`src/rtl/hazard_ctrl_unit.sv`:
```
// ID/EX hazard controller: load-use bubbles, multi-cycle redirect flushes and a
// data-memory freeze with a sticky timeout watchdog. Optional perf counters: HAZARD_PERF_CNT_EN.
module hazard_ctrl_unit #(
   parameter int FLUSH_CYCLES = 1,
   parameter int MEM_TIMEOUT  = 255
) (
   input  logic       clk,
   input  logic       reset,
   input  logic       id_ex_memread,
   input  logic [4:0] id_ex_rd,
   input  logic [4:0] if_id_rs1,
   input  logic [4:0] if_id_rs2,
   input  logic       uses_rs1,
   input  logic       uses_rs2,
   input  logic       ex_redirect,
   input  logic       mem_busy,
   output logic       pc_write,
   output logic       if_id_write,
   output logic       ex_control,
   output logic       if_id_flush,
   output logic       pipe_freeze,
   output logic       mem_timeout,
   output logic [1:0] state_o
`ifdef HAZARD_PERF_CNT_EN
   ,
   output logic [31:0] perf_lu_stalls,
   output logic [31:0] perf_flush_cycles,
   output logic [31:0] perf_freeze_cycles
`endif
);

   localparam int FCW_RAW = $clog2(FLUSH_CYCLES + 1);
   localparam int FCW     = (FCW_RAW < 1) ? 1 : FCW_RAW;
   localparam logic [FCW-1:0] FLUSH_LAST  = FCW'(FLUSH_CYCLES - 1);
   localparam logic [15:0]    TIMEOUT_LIM = 16'(MEM_TIMEOUT);

   typedef enum logic [1:0] {
      ST_RUN      = 2'd0,
      ST_FLUSH    = 2'd1,
      ST_MEM_WAIT = 2'd2,
      ST_ILLEGAL  = 2'd3
   } state_e;

   typedef enum logic [2:0] {
      OUT_NORMAL,
      OUT_FREEZE,
      OUT_FLUSH,
      OUT_BUBBLE,
      OUT_RESET
   } out_e;

   state_e         state_q, state_d;
   logic [FCW-1:0] flush_cnt_q, flush_cnt_d;
   logic [15:0]    wait_cnt_q, wait_cnt_d;
   logic           mem_timeout_q, mem_timeout_d;

   out_e out_sel;
   logic run_eval;
   logic lu;
   logic lu_bubble;

   assign lu = id_ex_memread && (id_ex_rd != 5'd0) &&
               ((uses_rs1 && (if_id_rs1 == id_ex_rd)) ||
                (uses_rs2 && (if_id_rs2 == id_ex_rd)));

   always_comb begin
      state_d       = state_q;
      flush_cnt_d   = flush_cnt_q;
      wait_cnt_d    = wait_cnt_q;
      mem_timeout_d = mem_timeout_q;
      out_sel       = OUT_NORMAL;
      run_eval      = 1'b0;
      lu_bubble     = 1'b0;

      case (state_q)
         ST_RUN: run_eval = 1'b1;

         ST_FLUSH: begin
            if (mem_busy) begin
               out_sel     = OUT_FREEZE;
               state_d     = ST_MEM_WAIT;
               flush_cnt_d = '0;
               wait_cnt_d  = 16'd1;
            end else if (ex_redirect) begin
               out_sel     = OUT_FLUSH;
               flush_cnt_d = FCW'(1);
            end else begin
               out_sel = OUT_FLUSH;
               if (flush_cnt_q == FLUSH_LAST) begin
                  state_d     = ST_RUN;
                  flush_cnt_d = '0;
               end else begin
                  flush_cnt_d = flush_cnt_q + FCW'(1);
               end
            end
         end

         ST_MEM_WAIT: begin
            if (mem_busy) begin
               out_sel = OUT_FREEZE;
               if (wait_cnt_q != 16'hFFFF) begin
                  wait_cnt_d = wait_cnt_q + 16'd1;
               end
               // wait_cnt_q counts busy cycles already seen in this freeze
               if (wait_cnt_q >= TIMEOUT_LIM) begin
                  mem_timeout_d = 1'b1;
               end
            end else begin
               run_eval = 1'b1;
            end
         end

         default: begin
            out_sel     = OUT_BUBBLE;
            state_d     = ST_RUN;
            flush_cnt_d = '0;
            wait_cnt_d  = '0;
         end
      endcase

      // Release cycle of MEM_WAIT shares the RUN decision path
      if (run_eval) begin
         if (mem_busy) begin
            out_sel     = OUT_FREEZE;
            state_d     = ST_MEM_WAIT;
            flush_cnt_d = '0;
            wait_cnt_d  = 16'd1;
         end else if (ex_redirect) begin
            out_sel    = OUT_FLUSH;
            wait_cnt_d = '0;
            if (FLUSH_CYCLES > 1) begin
               state_d     = ST_FLUSH;
               flush_cnt_d = FCW'(1);
            end else begin
               state_d     = ST_RUN;
               flush_cnt_d = '0;
            end
         end else if (lu) begin
            out_sel     = OUT_BUBBLE;
            lu_bubble   = 1'b1;
            state_d     = ST_RUN;
            flush_cnt_d = '0;
            wait_cnt_d  = '0;
         end else begin
            state_d     = ST_RUN;
            flush_cnt_d = '0;
            wait_cnt_d  = '0;
         end
      end

      if (reset) begin
         out_sel   = OUT_RESET;
         lu_bubble = 1'b0;
      end
   end

   always_comb begin
      pc_write    = 1'b1;
      if_id_write = 1'b1;
      ex_control  = 1'b1;
      if_id_flush = 1'b0;
      pipe_freeze = 1'b0;
      case (out_sel)
         OUT_FREEZE: begin
            pc_write    = 1'b0;
            if_id_write = 1'b0;
            pipe_freeze = 1'b1;
         end
         OUT_FLUSH: begin
            ex_control  = 1'b0;
            if_id_flush = 1'b1;
         end
         OUT_BUBBLE: begin
            pc_write    = 1'b0;
            if_id_write = 1'b0;
            ex_control  = 1'b0;
         end
         OUT_RESET: begin
            pc_write    = 1'b0;
            if_id_write = 1'b0;
            ex_control  = 1'b0;
            if_id_flush = 1'b1;
         end
         default: ;
      endcase
   end

   always_ff @(posedge clk) begin
      if (reset) begin
         state_q       <= ST_RUN;
         flush_cnt_q   <= '0;
         wait_cnt_q    <= '0;
         mem_timeout_q <= 1'b0;
      end else begin
         state_q       <= state_d;
         flush_cnt_q   <= flush_cnt_d;
         wait_cnt_q    <= wait_cnt_d;
         mem_timeout_q <= mem_timeout_d;
      end
   end

   assign mem_timeout = mem_timeout_q;
   assign state_o     = state_q;

`ifdef HAZARD_PERF_CNT_EN
   logic [31:0] perf_lu_q, perf_flush_q, perf_freeze_q;

   always_ff @(posedge clk) begin
      if (reset) begin
         perf_lu_q     <= '0;
         perf_flush_q  <= '0;
         perf_freeze_q <= '0;
      end else begin
         if (lu_bubble)   perf_lu_q     <= perf_lu_q + 32'd1;
         if (if_id_flush) perf_flush_q  <= perf_flush_q + 32'd1;
         if (pipe_freeze) perf_freeze_q <= perf_freeze_q + 32'd1;
      end
   end

   assign perf_lu_stalls     = perf_lu_q;
   assign perf_flush_cycles  = perf_flush_q;
   assign perf_freeze_cycles = perf_freeze_q;
`else
   logic unused_lu_bubble;
   assign unused_lu_bubble = lu_bubble;
`endif

endmodule

```
`config.mk`:
```
export PLATFORM = sky130hd
export DESIGN_NAME = hazard_ctrl_unit
export DESIGN_NICKNAME = d
export VERILOG_FILES = /design/src/rtl/hazard_ctrl_unit.sv
export SDC_FILE = /design/constraint.sdc
export NUM_CORES = 1
export LEC_CHECK = 0
export BUFFER_PORTS_ARGS = -buffer_cell sky130_fd_sc_hd__buf_2
export CORE_MARGIN = 2
export CORE_UTILIZATION = 35
export CTS_BUF_LIST = sky130_fd_sc_hd__clkbuf_2 sky130_fd_sc_hd__clkbuf_4 sky130_fd_sc_hd__clkbuf_8
export DETAILED_ROUTE_END_ITERATION = 7
export GPL_ROUTABILITY_DRIVEN = 0
export PLACE_DENSITY_LB_ADDON = 0.08
export SKIP_LAST_GASP = 1
export SLEW_MARGIN = 5
export SYNTH_ARGS = -nofsm -noshare
export SYNTH_HDL_FRONTEND = slang
export SYNTH_SLANG_ARGS = --single-unit
```
`constraint.sdc`:
```
create_clock -name clk -period 2.75 [get_ports clk]
set_clock_uncertainty 0.15 [all_clocks]
set_input_delay 0.55 -clock clk [delete_from_list [all_inputs] [get_ports clk]]
set_output_delay 0.55 -clock clk [all_outputs]
set_load 0.05 [all_outputs]
```
==> metrics.txt <==
area leader, netlist dfxtp_1; gr ovfl total 0; Slew @ Worst Pin 637.7 ps; CTS root buf clkbuf_4; Layout area overhead 17.14%; HPWL after DPL 2.014 mm; CP endpoint kind output pin; Peak VDD IR 136.1 µV; max-slew violations 0; Reg2Reg Depth 5; Startpoint Class primary input; Resized Gates After CTS 0; Final Hold Fails 0; hold_buf cts 0; register area share after synthesis 32.91%; overall power 0.4674 mW; Post-route DRC 0; reg2reg start wait_cnt_q[0]; crit path max fanout 3; H-tree depth 1; Cells after Synth 134; Post-Syn Area per Cell 8.170 µm²; Pleak 0.4713 nW; # diodes 0; Pint 0.3439 mW; Psw 0.1235 mW; Port Buffers 28; crit path DAT 1940 ps; Starting DRT DRC Count 41; fin util 42.71%; placed insts 190; largest cells by area after synthesis dfxtp_1, xnor2_1, nand3_1, nand2_1, mux2i_1; Power per Cell Area 364.5 nW/µm²; clk slew on worst S/H paths 100 ps; Flop pwr share 56.6%; total global-route track usage 15.06%; global-route wire length before repair 4.174 mm; CTS buffer count 3; FF-to-FF End wait_cnt_q[9]; number of global-route vias before repair 987; combinational power share 16.7%; Final setup viols 0; DP Worst Slack 105.5 ps; synthesized area 1095 µm²; Hold EP mem_timeout; Fin Setup TNS 0 ps; die width 59.93 µm; maximum buffer depth of the clock tree 2; number of synthesized register bits 18; TritonCTS clock tree done; vias 1056; CTS sink cnt 18; Synthesis Warnings 0; share of cells above drive strength 1 21.25%; Synth Net Count 157; Hold Path Stages 2; worst reg2reg setup slack 800 ps; Initial Utilization 36.46%; initial antenna violation count 0; switching share of power 26.43%; Yosys top cell area share 32.91%; die height 59.93 µm; RSZ-0062 raised after global routing false; Core Rows 20; clock share of power 26.7%; Worst Hold Class reg2reg; Final period util 95.84%; CP required 2050 ps; Tmin final 2636 ps; critical path class in2out; vias per cell 5.472; boundary pin count 30; Final ANT Viol Nets 0; Finished Layout Cells 193; Max Cap Violations 0; Die ar. 3592 µm²; routed wire length 2.520 mm; clk_lat worst skew 280 ps; largest net degree at the start of global routing 15; fmax 0.3794 GHz; outcome complete, no violations; DR WL/cell 13.06 µm; core footprint 3003 µm²; final setup margin 114.5 ps; Post-CTS Setup Bufs 0; Distinct cells, synth 38; nets 185; hold_sp mem_timeout; Worst slew margin 57.16%; First-pass DRT Iterations 4
kinds of logic after synthesis:
group / synth area share (%)
compound gates: 16.57
xor+xnor: 8.000
fa+ha+maj: 1.143
buf+inv: 3.656
flops: 32.91
mux: 3.657
other cells: 0.3425
simple gates: 33.71
per-layer routing:
metal	wire [µm]	vias to the layer above	GRT usage (%)
met5	0	-	0
met3	72	2	2.597
met1	1184	484	19.58
met4	8	0	6.349
met2	1254	16	24.38
li1	-	554	-
power groups by stage:
stage	Combinational [mW]	Sequential, mW	Clock (mW)
after floorplan	0.0487	0.273	0
after global placement	0.0780	0.270	0
after detailed placement	0.0787	0.271	0
after CTS	0.0789	0.265	0.136
after global routing	0.0846	0.265	0.147
final	0.0779	0.265	0.125
worst max path at each step:
stage	from	endpoint	slack [ps]
floorplan	id_ex_rd[1]	pc_write	-50
global route	id_ex_rd[1]	if_id_write	10
finish	id_ex_rd[1]	if_id_write	110
global placement	id_ex_rd[1]	pc_write	110
CTS	id_ex_rd[1]	pc_write	110
detailed placement	id_ex_rd[1]	pc_write	110
stage by stage:
step	hold slack, ps	area (µm²)
2_1_floorplan	311.6	1111
3_3_place_gp	311.5	1260
3_5_place_dp	318.8	1260
4_1_cts	332.7	1282
5_1_grt	353.5	1282
6_report	323.5	1282
area by class of cell:
class	count	area, µm²
fillers	318	1720
flip-flops and latches	18	360.3
well taps	33	41.29
inverters	3	11.26
repair buffers	28	140.1
clock buffers	3	22.52
multi-input cells	108	706.9
critical path: stages:
cell      delay, ps
buf_2           120
or4_1           520
o21ai_1         170
nor2_1           90
a211oi_4        190
buf_2           290
cell usage after synthesis, drive strengths merged:
master	count
dfxtp	18
nand2	15
nand3	14
xnor2	10
a21oi	7
nand4	5
o21ai	5
and3	4
buf	4
mux2i	4
nand2b	4
or3	4
or4	4
a211oi	3
a31oi	3
and4	3
inv	3
nor2	3
o31ai	3
nor3	2
o22ai	2
a2111o	1
a21boi	1
a21o	1
a221o	1
a311oi	1
and2	1
and2b	1
clkbuf	1
conb	1
ha	1
nand3b	1
nor2b	1
nor3b	1
nor4	1
cells in the final DEF (no fill, tap or decap), types with 2 or more instances in the layout:
cell type,Yosys,routed
o21ai_0,5,4
mux2i_1,4,4
inv_1,3,3
and4_1,2,2
nor3_1,2,2
clkbuf_4,0,3
o31ai_1,3,3
dfxtp_1,18,18
o22ai_1,2,2
nand2b_1,4,4
a211oi_1,3,2
a21oi_1,7,7
a31oi_1,3,3
nand4_1,4,4
or4_1,4,4
and3_1,4,4
xnor2_1,10,10
buf_2,2,28
nand2_1,15,15
or3_1,4,4
nand3_1,14,14
nor2_1,3,3
registers in the layout, indices dropped and copies added, names as in the netlist:
name,flops
state_o,1
wait_cnt_q,16
mem_timeout,1
No activity file was read; power rests on OpenSTA's default activity.
